## config.mk

```make
export PLATFORM = sky130hd
export DESIGN_NAME = adder_rr_arbiter
export DESIGN_NICKNAME = d
export VERILOG_FILES = /design/src/rtl/adder_arb_pkg.sv /design/src/rtl/Con_sa_16_bit_block_64.sv /design/src/rtl/adder_rr_arbiter.sv
export SDC_FILE = /design/constraint.sdc
export NUM_CORES = 1
export LEC_CHECK = 0
export CAP_MARGIN = 20
export CORE_AREA = 2 2 234 236
export CTS_CLUSTER_DIAMETER = 200
export DETAILED_ROUTE_END_ITERATION = 12
export DIE_AREA = 0 0 236 238
export MAX_ROUTING_LAYER = met4
export PLACE_DENSITY = 0.46
export REMOVE_ABC_BUFFERS = 1
export SYNTH_ARGS = -nofsm -noshare
export SYNTH_HDL_FRONTEND = slang
export SYNTH_SLANG_ARGS = --single-unit
export TNS_END_PERCENT = 30
```

## constraint.sdc

```tcl
create_clock -name clk -period 22.6 [get_ports clk]
set_input_delay 4.52 -clock clk [delete_from_list [all_inputs] [get_ports clk]]
set_output_delay 4.52 -clock clk [all_outputs]
set_load 0.02 [all_outputs]
```

## src/rtl/adder_arb_pkg.sv

```systemverilog
// Shared constants and the round-robin pick helper for the adder arbiter.
package adder_arb_pkg;

    localparam int ADD_W    = 64;
    localparam int NREQ_MAX = 8;
    localparam int IDX_W    = $clog2(NREQ_MAX);

    // Result of a round-robin search: grant index and whether anything was valid.
    typedef struct packed {
        logic             any;
        logic [IDX_W-1:0] idx;
    } rr_pick_t;

    // First valid requester at or after ptr, wrapping modulo nreq.
    // Bits of valid at or above nreq are ignored.
    function automatic rr_pick_t rr_pick(input logic [NREQ_MAX-1:0] valid,
                                         input logic [IDX_W-1:0]    ptr,
                                         input int                  nreq);
        rr_pick_t res;
        int       j;
        res.any = 1'b0;
        res.idx = '0;
        for (int k = 0; k < NREQ_MAX; k++) begin
            if (k < nreq) begin
                j = int'(ptr) + k;
                if (j >= nreq) j = j - nreq;
                if (!res.any && valid[j]) begin
                    res.any = 1'b1;
                    res.idx = IDX_W'(j);
                end
            end
        end
        return res;
    endfunction

endpackage

```

## src/rtl/Con_sa_16_bit_block_64.sv

```systemverilog
// 64-bit carry-select adder built from 16-bit blocks. The lowest block
// ripples from the real carry-in; each upper block precomputes both
// carry-in cases and the incoming block carry picks one.
module Con_sa_16_bit_block_64
    import adder_arb_pkg::*;
(
    input  logic [ADD_W-1:0] i_a,
    input  logic [ADD_W-1:0] i_b,
    input  logic             i_cin,
    output logic [ADD_W-1:0] o_sum,
    output logic             o_cout
);

    localparam int BLK  = 16;
    localparam int NBLK = ADD_W / BLK;

    logic [NBLK:0] w_c;

    assign w_c[0] = i_cin;

    genvar b;
    generate
        for (b = 0; b < NBLK; b++) begin : g_blk
            if (b == 0) begin : g_first
                logic [BLK:0] w_s;
                assign w_s = {1'b0, i_a[BLK-1:0]} + {1'b0, i_b[BLK-1:0]}
                           + {{BLK{1'b0}}, w_c[0]};
                assign o_sum[BLK-1:0] = w_s[BLK-1:0];
                assign w_c[1]         = w_s[BLK];
            end else begin : g_sel
                logic [BLK:0] w_s0;
                logic [BLK:0] w_s1;
                assign w_s0 = {1'b0, i_a[b*BLK +: BLK]} + {1'b0, i_b[b*BLK +: BLK]};
                assign w_s1 = w_s0 + {{BLK{1'b0}}, 1'b1};
                assign o_sum[b*BLK +: BLK] = w_c[b] ? w_s1[BLK-1:0] : w_s0[BLK-1:0];
                assign w_c[b+1]            = w_c[b] ? w_s1[BLK]     : w_s0[BLK];
            end
        end
    endgenerate

    assign o_cout = w_c[NBLK];

endmodule

```

## src/rtl/adder_rr_arbiter.sv

```systemverilog
// Round-robin front end for the shared 64-bit adder. One requester is
// granted per cycle; its result is registered together with its ID.
module adder_rr_arbiter
    import adder_arb_pkg::*;
#(
    parameter int NREQ = 4,
    localparam int IDW = $clog2(NREQ)
) (
    input  logic                  clk,
    input  logic                  rst,
    input  logic [NREQ-1:0]       req_valid,
    output logic [NREQ-1:0]       req_ready,
    input  logic [NREQ*ADD_W-1:0] req_a,
    input  logic [NREQ*ADD_W-1:0] req_b,
    input  logic [NREQ-1:0]       req_cin,
    output logic                  res_valid,
    input  logic                  res_ready,
    output logic [ADD_W-1:0]      res_sum,
    output logic                  res_cout,
    output logic [IDW-1:0]        res_id,
    output logic [15:0]           busy_cnt
);

    logic [NREQ-1:0][ADD_W-1:0] w_a_arr;
    logic [NREQ-1:0][ADD_W-1:0] w_b_arr;
    logic                       w_can_accept;
    rr_pick_t                   w_pick;
    logic [IDW-1:0]             w_g;
    logic                       w_xfer;
    logic [ADD_W-1:0]           w_sum;
    logic                       w_cout;
    logic [IDW-1:0]             w_ptr_nxt;

    logic                       r_res_valid;
    logic [ADD_W-1:0]           r_res_sum;
    logic                       r_res_cout;
    logic [IDW-1:0]             r_res_id;
    logic [IDW-1:0]             r_ptr;
    logic [15:0]                r_busy_cnt;

    // Flat operand buses viewed as one lane per requester.
    assign w_a_arr = req_a;
    assign w_b_arr = req_b;

    // The result slot is free if empty or being drained this cycle.
    assign w_can_accept = !r_res_valid | res_ready;

    assign w_pick = rr_pick(NREQ_MAX'(req_valid), IDX_W'(r_ptr), NREQ);
    assign w_g    = w_pick.idx[IDW-1:0];
    assign w_xfer = w_can_accept & w_pick.any;

    assign w_ptr_nxt = (w_g == IDW'(NREQ - 1)) ? '0 : w_g + 1'b1;

    // One-hot grant toward the picked requester only when the slot is free.
    always_comb begin
        req_ready = '0;
        if (w_xfer) req_ready[w_g] = 1'b1;
    end

    Con_sa_16_bit_block_64 u_add (
        .i_a    (w_a_arr[w_g]),
        .i_b    (w_b_arr[w_g]),
        .i_cin  (req_cin[w_g]),
        .o_sum  (w_sum),
        .o_cout (w_cout)
    );

    // Result register: load on transfer, clear valid on a plain drain.
    always_ff @(posedge clk) begin
        if (rst) begin
            r_res_valid <= 1'b0;
            r_res_sum   <= '0;
            r_res_cout  <= 1'b0;
            r_res_id    <= '0;
        end else if (w_xfer) begin
            r_res_valid <= 1'b1;
            r_res_sum   <= w_sum;
            r_res_cout  <= w_cout;
            r_res_id    <= w_g;
        end else if (r_res_valid && res_ready) begin
            r_res_valid <= 1'b0;
        end
    end

    // Round-robin pointer moves just past the requester that was served.
    always_ff @(posedge clk) begin
        if (rst)         r_ptr <= '0;
        else if (w_xfer) r_ptr <= w_ptr_nxt;
    end

    // Saturating count of cycles where work waited on a blocked result slot.
    always_ff @(posedge clk) begin
        if (rst) begin
            r_busy_cnt <= '0;
        end else if ((|req_valid) && !w_can_accept && (r_busy_cnt != 16'hFFFF)) begin
            r_busy_cnt <= r_busy_cnt + 16'd1;
        end
    end

    assign res_valid = r_res_valid;
    assign res_sum   = r_res_sum;
    assign res_cout  = r_res_cout;
    assign res_id    = r_res_id;
    assign busy_cnt  = r_busy_cnt;

endmodule

```

==> run_results.csv <==
group,metric,value,unit
setup_path,startpoint,"req_valid[1]",
timing,rsz0062_at_grt,"false",
floorplanning,dieWidth,236,µm
synthesis,synth_cell_types,79,
drt,drtIter0Drc,836,
synthesis,async_flop_share,0,%
drt,drc_errors,0,
place,placed_cells,3031,
drt,routedWlPerCell,18.5,µm
cts,clk_path_buf_depth,2,
cts,ctsRootBufferMaster,"clkbuf_16",
floorplanning,start_util,21.5,%
cts,cts.clk_slew.worst_paths,70,ps
synthesis,yosysMostFrequentCell,"nand2_1",
setup_path,slowest_stage,"clkdlybuf4s50_1",
drt,vias,14700,
status,outcome,"complete, no violations",
setup_path,cp-endpoint,"req_ready[0]",
setup_path,r2r_end,"res_sum[53]$_SDFFE_PP0P_",
setup_path,crit_arrival,8190,ps
timing,clock-skew-final,10.1,ps
setup_path,critPathTopFamily,"buffers and inverters",
setup_path,end_kind,"primary output",
synthesis,synthCells,1830,
cts,clk_latency,360,ps
drt,dr.pass1.iters,5,
final_layout,layout-drive-gt1-share,2.85,%
timing,setup_viol,0,
setup_path,reg2regPathDepth,24,
setup_path,critPathMaxStageDelay,630,ps
setup_path,r2r_setup_slack,14040,ps
setup_path,cp.depth,12,
drt,vias_per_cell,4.83,
setup_path,cp_common_cell,"clkdlybuf4s50_1",
setup_path,reg2reg_from,"r_ptr[0]$_SDFFE_PP0P_",
floorplanning,fp.dieH,238,µm
setup_path,start_kind,"input port",
synthesis,synth_seq_cells,86,
cts,cts.sinks,86,
cts,cts_setup_buffers,0,
synthesis,synth_edf_count,0,
timing,fin_crit,12710,ps
flow_run,drv_cap,0,
final_layout,layout.nets,2946,
drt,wl,56300,µm
floorplanning,core,53500,µm²
cts,cts_tree,"yes",
cts,cts_resized,0,
setup_path,cp_cell_sequence,"clkdlybuf4s50_1, mux2_2, nand2_1, o31a_1, nor2_1, o21ai_0, o31ai_4, inv_8, buf_4, ha_1, and2_1, clkdlybuf4s50_1",
place,globalplace.congestion,0.891,
timing,maxSlewHeadroom,32.9,%
synthesis,yosysSeqAreaShare,15.0,%
timing,setup_tns,0,ps
cts,cts_buffers,9,
final_layout,diodes,0,
global_route,antenna_found_initial,0,
synthesis,synth_top_cell_by_area,"nand2_1",
synthesis,ys_warn_count,0,
synthesis,ys_top_cells_by_count,"610 x nand2_1, 141 x and3_1, 132 x a31oi_1",
synthesis,synth_top_cell_area_share,19.9,%
floorplanning,ios,611,
final_layout,instances_no_fill,3047,
synthesis,avgSynthCellArea,6.28,µm²
cts,ctsHoldBuffers,0,
timing,finalHoldViolCount,0,
global_route,grt_pass1_wl,84100,µm
synthesis,synth_area,11500,µm²
synthesis,ys_top_cells_by_area,"nand2_1 20%, dfxtp_1 15%, ha_1 7.8%",
timing,tightest_slew,978,ps
global_route,overflow,0,
timing,post-route-period-util,56.2,%
cts,h-tree-depth,3,
timing,fmax,78.7,MHz
global_route,first_global_vias,14600,
setup_path,crit_type,"input port to primary output",
setup_path,crit_required,18080,ps
final_layout,areaGrowthSynthToFinish,61.1,%
global_route,grt_use_total,19.6,%
place,dp_hpwl,45200,µm
drt,antenna_left,0,
setup_path,cp_num_buf_inv,4,
place,port_buffers,610,
setup_path,critPathMaxFanout,65,
synthesis,synthFlopType,"dfxtp_1",
worst_hold_path,hp-class,"flip-flop to flip-flop",
timing,drv_slew,0,
floorplanning,rows,85,
floorplanning,dieArea,56200,µm²
global_route,grt_max_degree,149,
metrics by stage:
step                      setup WS [ps]  cell area (µm²)  hold slack [ps]  utilization, %
after floorplan                  -13060            11000              497               -
after global placement             9850            18200              439            34.0
after detailed placement           9850            18200              442            34.0
after CTS                          9850            18500              452            34.6
after global routing               9570            18500              471            34.6
final                              9890            18500              450            34.6
registers in the layout, summed over array words and instances, names as in the netlist:
register,cells
res_id,2
res_valid,1
r_ptr,2
res_cout,1
busy_cnt,16
res_sum,64
worst register-to-register path, cell delays in order, from the launching register on:
cell and delay, ps:
dfxtp_1 600, inv_1 90, ha_1 400, mux4_2 560
a21oi_1 270, o31ai_4 130, inv_8 340, buf_4 560
buf_4 520, buf_4 500, nand2_1 130, and3_1 170
a31oi_1 150, ha_1 310, a21o_1 240, a221oi_1 450
xnor2_1 220, nand4_1 160, or3_1 420, a211oi_2 400
nand4b_4 230, mux2i_4 320, mux2i_1 850, a211oi_1 170
nor4_1 300
kinds of logic after synthesis:
kind of cell,after synthesis,synth area share [%]
adder cells (fa/ha/maj),77,8.71
flip-flops,86,15.0
XOR/XNOR,89,6.78
AO/OA/AOI/OAI,386,22.7
multiplexers,16,1.75
buffers and inverters,156,5.15
AND/OR/NAND/NOR,1020,40.0
metal layers:
layer	up-vias	track usage [%]	share of wire (%)
li1	7448	-	-
met1	6828	23.7	44
met2	388	34.6	50
met3	42	3.03	4.8
met4	0	3.94	1.7
met5	-	-	0
worst min-delay path by stage:
stage / cells after the start / slack [ps] / from / end
6_report: 2 / 450 / res_sum[10]$_SDFFE_PP0P_ / res_sum[10]$_SDFFE_PP0P_
5_1_grt: 2 / 470 / res_sum[10]$_SDFFE_PP0P_ / res_sum[10]$_SDFFE_PP0P_
4_1_cts: 2 / 450 / res_sum[18]$_SDFFE_PP0P_ / res_sum[18]$_SDFFE_PP0P_
3_5_place_dp: 2 / 440 / res_sum[8]$_SDFFE_PP0P_ / res_sum[8]$_SDFFE_PP0P_
3_3_place_gp: 2 / 440 / res_sum[18]$_SDFFE_PP0P_ / res_sum[18]$_SDFFE_PP0P_
2_1_floorplan: 2 / 500 / r_ptr[1]$_SDFFE_PP0P_ / r_ptr[1]$_SDFFE_PP0P_
placed cells by master (no fill, tap or decap), types with 32 or more instances in the layout:
cell	instances
nand2_1	610
clkdlybuf4s50_1	609
and3_1	141
a31oi_1	132
nor2_1	104
dfxtp_1	86
ha_1	72
a21oi_1	63
xnor2_1	56
a211oi_1	39
o21ai_0	38
nand3_1	35
xor2_1	33
inv_1	32
area by class of cell:
| type | instances | area (µm²) |
|---|---|---|
| Timing Repair Buffer | 627 | 6240 |
| Inverter | 34 | 138 |
| Sequential cell | 86 | 1720 |
| Multi-Input combinational cell | 1588 | 9210 |
| Fill cell | 5816 | 35000 |
| Tap cell | 696 | 871 |
| Clock inverter | 7 | 105 |
| Clock buffer | 9 | 225 |
Power is not shown: default switching activity piles up to over one toggle a cycle in this logic, so the estimate is an artifact.
